===== src/rtl/uart_rx_if.sv =====
// Purpose: bundles the serial-side inputs and received-word outputs of uart_rx.
// Latency: none (wires only).
// Backpressure: none; rx_done is a strobe and the consumer must take it in the pulse cycle.
//
// Signals:
//   b_tick    - one-clk pulse at OSV_RATE x baud rate
//   rx        - asynchronous serial line, idle high
//   rx_data   - last received word, held until the next frame completes
//   rx_done   - one-clk strobe when rx_data / frame_err update
//   rx_busy   - high while a frame is being received
//   frame_err - stop bit of the last frame was low
interface uart_rx_if #(
    parameter int DATA_WIDTH = 8
);
    logic                  b_tick;
    logic                  rx;
    logic [DATA_WIDTH-1:0] rx_data;
    logic                  rx_done;
    logic                  rx_busy;
    logic                  frame_err;

    // master drives the line and tick; slave is the receiver
    modport master (
        output b_tick, rx,
        input  rx_data, rx_done, rx_busy, frame_err
    );

    modport slave (
        input  b_tick, rx,
        output rx_data, rx_done, rx_busy, frame_err
    );
endinterface


===== src/rtl/uart_rx.sv =====
// Purpose: oversampling UART receiver (start qualify, mid-bit sampling LSB first, stop check).
// Latency: 3 clk from falling rx to START; START to rx_done is OSV_RATE/2 + DATA_WIDTH*OSV_RATE + OSV_RATE b_ticks.
// Backpressure: none; each frame produces one rx_done strobe regardless of the consumer.
//
// Ports:
//   clk - rising-edge system clock
//   rst - synchronous active-high reset
//   bus - uart_rx_if slave: b_tick, rx in; rx_data, rx_done, rx_busy, frame_err out
// DATA_WIDTH must be >= 2; OSV_RATE must be even and >= 4.
module uart_rx #(
    parameter int DATA_WIDTH = 8,
    parameter int OSV_RATE   = 16
) (
    input  logic      clk,
    input  logic      rst,
    uart_rx_if.slave  bus
);

    localparam int TW = (OSV_RATE   > 1) ? $clog2(OSV_RATE)   : 1;
    localparam int BW = (DATA_WIDTH > 1) ? $clog2(DATA_WIDTH) : 1;

    localparam logic [TW-1:0] TICK_HALF = TW'(OSV_RATE / 2 - 1);
    localparam logic [TW-1:0] TICK_LAST = TW'(OSV_RATE - 1);
    localparam logic [BW-1:0] BIT_LAST  = BW'(DATA_WIDTH - 1);

    typedef enum logic [1:0] {
        IDLE,
        START,
        DATA,
        STOP
    } state_e;

    state_e                state_q,     state_d;
    logic                  rx_meta_q,   rx_meta_d;
    logic                  rx_s_q,      rx_s_d;
    logic [TW-1:0]         tickcnt_q,   tickcnt_d;
    logic [BW-1:0]         bitcnt_q,    bitcnt_d;
    logic [DATA_WIDTH-1:0] shreg_q,     shreg_d;
    logic [DATA_WIDTH-1:0] rx_data_q,   rx_data_d;
    logic                  rx_done_q,   rx_done_d;
    logic                  rx_busy_q,   rx_busy_d;
    logic                  frame_err_q, frame_err_d;

    always_ff @(posedge clk) begin
        if (rst) begin
            // synchronizer resets to the idle line level so reset never looks like a start bit
            rx_meta_q   <= 1'b1;
            rx_s_q      <= 1'b1;
            state_q     <= IDLE;
            tickcnt_q   <= '0;
            bitcnt_q    <= '0;
            shreg_q     <= '0;
            rx_data_q   <= '0;
            rx_done_q   <= 1'b0;
            rx_busy_q   <= 1'b0;
            frame_err_q <= 1'b0;
        end else begin
            rx_meta_q   <= rx_meta_d;
            rx_s_q      <= rx_s_d;
            state_q     <= state_d;
            tickcnt_q   <= tickcnt_d;
            bitcnt_q    <= bitcnt_d;
            shreg_q     <= shreg_d;
            rx_data_q   <= rx_data_d;
            rx_done_q   <= rx_done_d;
            rx_busy_q   <= rx_busy_d;
            frame_err_q <= frame_err_d;
        end
    end

    always_comb begin
        rx_meta_d   = bus.rx;
        rx_s_d      = rx_meta_q;
        state_d     = state_q;
        tickcnt_d   = tickcnt_q;
        bitcnt_d    = bitcnt_q;
        shreg_d     = shreg_q;
        rx_data_d   = rx_data_q;
        rx_done_d   = 1'b0;
        frame_err_d = frame_err_q;

        unique case (state_q)
            IDLE: begin
                tickcnt_d = '0;
                bitcnt_d  = '0;
                // no tick needed: start the half-bit count as soon as the line drops
                if (!rx_s_q) begin
                    state_d = START;
                end
            end

            START: begin
                if (bus.b_tick) begin
                    if (tickcnt_q == TICK_HALF) begin
                        // mid start bit: still low means a real start, high means a glitch
                        tickcnt_d = '0;
                        state_d   = rx_s_q ? IDLE : DATA;
                    end else begin
                        tickcnt_d = tickcnt_q + 1'b1;
                    end
                end
            end

            DATA: begin
                if (bus.b_tick) begin
                    if (tickcnt_q == TICK_LAST) begin
                        // one full bit after the previous mid-bit point: LSB arrives first
                        tickcnt_d = '0;
                        shreg_d   = {rx_s_q, shreg_q[DATA_WIDTH-1:1]};
                        if (bitcnt_q == BIT_LAST) begin
                            bitcnt_d = '0;
                            state_d  = STOP;
                        end else begin
                            bitcnt_d = bitcnt_q + 1'b1;
                        end
                    end else begin
                        tickcnt_d = tickcnt_q + 1'b1;
                    end
                end
            end

            STOP: begin
                if (bus.b_tick) begin
                    if (tickcnt_q == TICK_LAST) begin
                        // publish at mid stop bit so a following start edge is not missed
                        rx_data_d   = shreg_q;
                        frame_err_d = ~rx_s_q;
                        rx_done_d   = 1'b1;
                        tickcnt_d   = '0;
                        state_d     = IDLE;
                    end else begin
                        tickcnt_d = tickcnt_q + 1'b1;
                    end
                end
            end

            default: begin
                state_d = IDLE;
            end
        endcase

        // registered copy of "not idle", so it tracks the state register edge for edge
        rx_busy_d = (state_d != IDLE);
    end

    assign bus.rx_data   = rx_data_q;
    assign bus.rx_done   = rx_done_q;
    assign bus.rx_busy   = rx_busy_q;
    assign bus.frame_err = frame_err_q;

endmodule


===== src/flat_wrapper.sv =====
// flat-port wrapper written by rule: the top's interface ports become plain ports
module uart_rx_flat 
#(
    parameter int DATA_WIDTH = 8,
    parameter int OSV_RATE   = 16
)
  (clk, rst, bus_b_tick, bus_rx, bus_rx_data, bus_rx_done, bus_rx_busy, bus_frame_err);
  uart_rx_if #(.DATA_WIDTH(DATA_WIDTH)) bus_i ();
  input  logic clk;
  input  logic rst;
  input wire logic [$bits(bus_i.b_tick)-1:0] bus_b_tick;
  input wire logic [$bits(bus_i.rx)-1:0] bus_rx;
  output wire logic [$bits(bus_i.rx_data)-1:0] bus_rx_data;
  output wire logic [$bits(bus_i.rx_done)-1:0] bus_rx_done;
  output wire logic [$bits(bus_i.rx_busy)-1:0] bus_rx_busy;
  output wire logic [$bits(bus_i.frame_err)-1:0] bus_frame_err;
  assign bus_i.b_tick = bus_b_tick;
  assign bus_i.rx = bus_rx;
  assign bus_rx_data = bus_i.rx_data;
  assign bus_rx_done = bus_i.rx_done;
  assign bus_rx_busy = bus_i.rx_busy;
  assign bus_frame_err = bus_i.frame_err;
  uart_rx #(.DATA_WIDTH(DATA_WIDTH), .OSV_RATE(OSV_RATE)) u_core (.clk(clk), .rst(rst), .bus(bus_i));
endmodule

===== config.mk =====
export PLATFORM = sky130hd
export DESIGN_NAME = uart_rx_flat
export DESIGN_NICKNAME = d
export VERILOG_FILES = /design/src/rtl/uart_rx_if.sv /design/src/rtl/uart_rx.sv /design/src/flat_wrapper.sv
export SDC_FILE = /design/constraint.sdc
export NUM_CORES = 1
export LEC_CHECK = 0
export BUFFER_PORTS_ARGS = -buffer_cell sky130_fd_sc_hd__buf_2
export CAP_MARGIN = 10
export CORE_MARGIN = 3
export CORE_UTILIZATION = 44
export DETAILED_ROUTE_END_ITERATION = 8
export GPL_TIMING_DRIVEN = 0
export HOLD_SLACK_MARGIN = 0.06
export PLACE_DENSITY = 0.65
export SYNTH_ARGS = -nofsm -noshare
export SYNTH_HDL_FRONTEND = slang
export SYNTH_SLANG_ARGS = --single-unit

===== constraint.sdc =====
create_clock -name clk -period 1.56 [get_ports clk]
set_input_delay 0.312 -clock clk [delete_from_list [all_inputs] [get_ports clk]]
set_output_delay 0.312 -clock clk [all_outputs]
set_load 0.01 [all_outputs]

==> results.cfg <==
[clock_network]
clk_pin_slew_ns = 0.10
cts_buffers = 5
cts-htree-levels = 2
holdBufCountCts = 0
clkSinkCount = 30
insertion_delay_ns = 0.33
cts_tree = done
cts_root_buf = clkbuf_4
cts_buffer_depth = 2

[worst_hold_path]
hold_path.startpoint = bus_rx
hold-path-cell-count = 2
whs_endpoint = u_core.rx_meta_q$_SDFF_PP1_
hp-class = primary input to flip-flop

[floorplan]
dieArea_um2 = 3873
pin_count = 15
die_h_um = 62.23
die_w_um = 62.23
rows = 19
core_um2 = 2877
start_util = 0.4837

[global_route]
grt_pass1_wl_mm = 5.333
grt_max_degree = 11
antenna_found_initial = 0
grt_overflow = 0
grt_pass1_vias = 1132
grt_use_total = 0.1714

[critical_path]
rr_worst_depth = 5
required_ns = 1.78
cp_data_arrival_time_ns = 1.73
rr_endpoint = u_core.bus.frame_err$_SDFFE_PP0P_
worst-setup-path-type = flip-flop to flip-flop
endpoint_kind = flip-flop
rr_startpoint = u_core.tickcnt_q[0]$_SDFFE_PP0P_
ff2ff_setup_slack_ns = 0.05
critPathMaxFanout = 10
critPathLaunchType = flip-flop

[synthesis]
synth-edff-count = 0
yosysTopAreaCell = dfxtp_1
synth.net_count = 152
synth_cell_types = 32
synth_warnings = 0
synthesis.instances = 145
ys_seq_elements = 30
synth_area_um2 = 1391
yosysSeqAreaShare = 0.4317
ys_async_sr_fraction = 0
yosys.area.top_type_share = 0.4317
synthFlopType = dfxtp_1
yosys-top-cells-area = dfxtp_1 43%, a311oi_1 5.0%, a31o_2 5.0%, a21oi_1 4.7%, o21ai_0 4.7%
synth.avg_cell_area_um2 = 9.595

[power]
ir_drop_mv = 0.4955
switching_share = 0.2156
net-switching-power_mw = 0.3088
power.total_mw = 1.432
comb_power_share = 0.039
seq_power_share = 0.541
p_per_area_nw_per_um2 = 886.1
power_leakage_nw = 0.6270
p_clk_frac = 0.420
intPower_mw = 1.124

[layout]
syn_to_final_growth_pct = 16.19
final_layout_size_suffix_gt1_frac = 0.2976
multi_input_area_um2 = 643.1
nets = 174
regArea_um2 = 605.6
final_cells = 210
stdcell_area_um2 = 1617
antenna_cells = 0
fillers = 259

[timing]
slew_viol_final = 0
post-route-period-util = 0.9657
rsz0062_at_grt = false
skew_ns = 0.01248
finalSetupViolCount = 0
fmax_mhz = 663.8
worst_slew_pin_slew_ns = 0.5243
slew-limit-headroom = 0.6468
fin_crit_ns = 1.506
hold_violations = 0

[route]
drtAntennaViolNets = 0
drt_iter0_markers = 53
vias_per_cell = 5.476
wl_per_cell_um = 14.09
drc_errors = 0
drt_pre_antenna_iters = 4
wl_mm = 2.958
vias = 1150

[outcome]
status = completed

[placed_design]
gp_congestion = 0.7782
dpl.hpwl_mm = 2.032
dpl.cell_count = 201
io_buffers = 14
placed_area_um2 = 1516

[run]
maxCapViolations = 0
[flip-flops by register name (all words and copies together), names as in the netlist]
| name | count |
|---|---|
| u_core.bus.rx_data | 8 |
| u_core.shreg_q | 8 |
| u_core.tickcnt_q | 4 |
| u_core.bitcnt_q | 3 |
| u_core.state_q | 2 |
| u_core.bus.frame_err | 1 |
| u_core.bus.rx_busy | 1 |
| u_core.bus.rx_done | 1 |
| u_core.rx_meta_q | 1 |
| u_core.rx_s_q | 1 |
[kinds of logic after synthesis]
| kind of cell | count (synthesis) | synth area share |
|---|---|---|
| mux | 1 | 0.01079 |
| compound gates | 49 | 0.2329 |
| simple gates | 38 | 0.1700 |
| xor+xnor | 2 | 0.01259 |
| buf+inv | 22 | 0.1151 |
| flops | 30 | 0.4317 |
| fa+ha+maj | 3 | 0.02698 |
[cells in the mapped netlist (4+ instances only)]
library cell,instances
buf_6,4
clkbuf_8,4
o21ai_0,13
nor2_1,4
inv_1,10
dfxtp_1,30
a311oi_1,8
nand2_1,5
a21oi_1,13
nand3_1,9
nand4_1,4
a31o_2,8
[routing by layer]
| metal | track usage | vias up | share of wire |
|---|---|---|---|
| li1 | - | 575 | - |
| met1 | 0.2216 | 544 | 0.50 |
| met2 | 0.2675 | 26 | 0.44 |
| met3 | 0.04685 | 5 | 0.038 |
| met4 | 0.07459 | 0 | 0.014 |
| met5 | 0 | - | 0 |
[metrics by stage]
step	worst slack [ns]	utilization	hold slack, ns	TNS (ns)
CTS	0.02229	0.5585	0.1644	0
detailed placement	-0.07772	0.5272	0.3960	-0.07772
global route	0.002178	0.5620	0.1617	0
floorplan	0.02219	-	0.3895	0
global placement	-0.05421	0.5272	0.4004	-0.05421
finish	0.05351	0.5620	0.1757	0
[how the worst max path moves through the flow]
stage	start	to	slack, ns
global route	u_core.tickcnt_q[0]$_SDFFE_PP0P_	u_core.bus.frame_err$_SDFFE_PP0P_	0.002
global placement	u_core.tickcnt_q[0]$_SDFFE_PP0P_	u_core.bus.frame_err$_SDFFE_PP0P_	-0.05
detailed placement	u_core.tickcnt_q[0]$_SDFFE_PP0P_	u_core.bus.frame_err$_SDFFE_PP0P_	-0.08
floorplan	u_core.tickcnt_q[0]$_SDFFE_PP0P_	u_core.bus.frame_err$_SDFFE_PP0P_	0.02
CTS	u_core.tickcnt_q[0]$_SDFFE_PP0P_	u_core.bus.frame_err$_SDFFE_PP0P_	0.02
finish	u_core.tickcnt_q[0]$_SDFFE_PP0P_	u_core.bus.frame_err$_SDFFE_PP0P_	0.05
[cell type report]
cell class / instances / area share
plain buffers: 12 / 0.07585
clock buffers: 5 / 0.02322
clock inverters: 3 / 0.02477
inverters: 10 / 0.02322
multi-input cells: 93 / 0.3978
flip-flops and latches: 30 / 0.3746
well taps: 42 / 0.03251
repair buffers: 15 / 0.04799
[critical path: stages (launching register included)]
cell and delay [ns]:
dfxtp_4 0.39, ha_4 0.18, and4_4 0.24, and3_1 0.17, buf_6 0.14, mux2_4 0.29
[cell usage in the layout, fill, tap and decap left out]
master	n
mux2_4	1
inv_1	10
nand2b_4	1
buf_4	3
o31ai_1	1
o211ai_1	3
buf_6	4
nand4_4	1
nand4_1	4
clkinv_2	2
nand2_1	5
clkbuf_1	1
clkbuf_8	4
or2_2	2
or4_1	1
and3_1	2
buf_2	14
ha_4	1
ha_1	2
a311oi_1	8
dfxtp_2	1
xor2_1	2
buf_1	1
a21oi_1	13
and4b_1	1
nand3_1	9
o22ai_1	1
bufinv_16	1
and2_1	2
and4_4	1
nor2_1	4
nor2b_1	3
dfxtp_1	28
o21ai_0	13
o2bb2ai_1	2
dfxtp_4	1
nand2b_1	2
clkbuf_4	5
a31o_2	8
[power by group through the flow]
stage	Combinational [mW]	Sequential [mW]	Clock [mW]
2_1_floorplan	0.0371	0.793	0
3_3_place_gp	0.0542	0.794	0
3_5_place_dp	0.0549	0.794	0
4_1_cts	0.0554	0.777	0.612
5_1_grt	0.0608	0.776	0.653
6_report	0.0556	0.775	0.602
[timing repair]
item | 4_1_cts | 5_1_grt
resized for setup | 3 | 1
buffers inserted | 0 | 1
endpoints found under the setup margin | 1 | 1
Note: power is estimated with default switching activity, not from simulation.
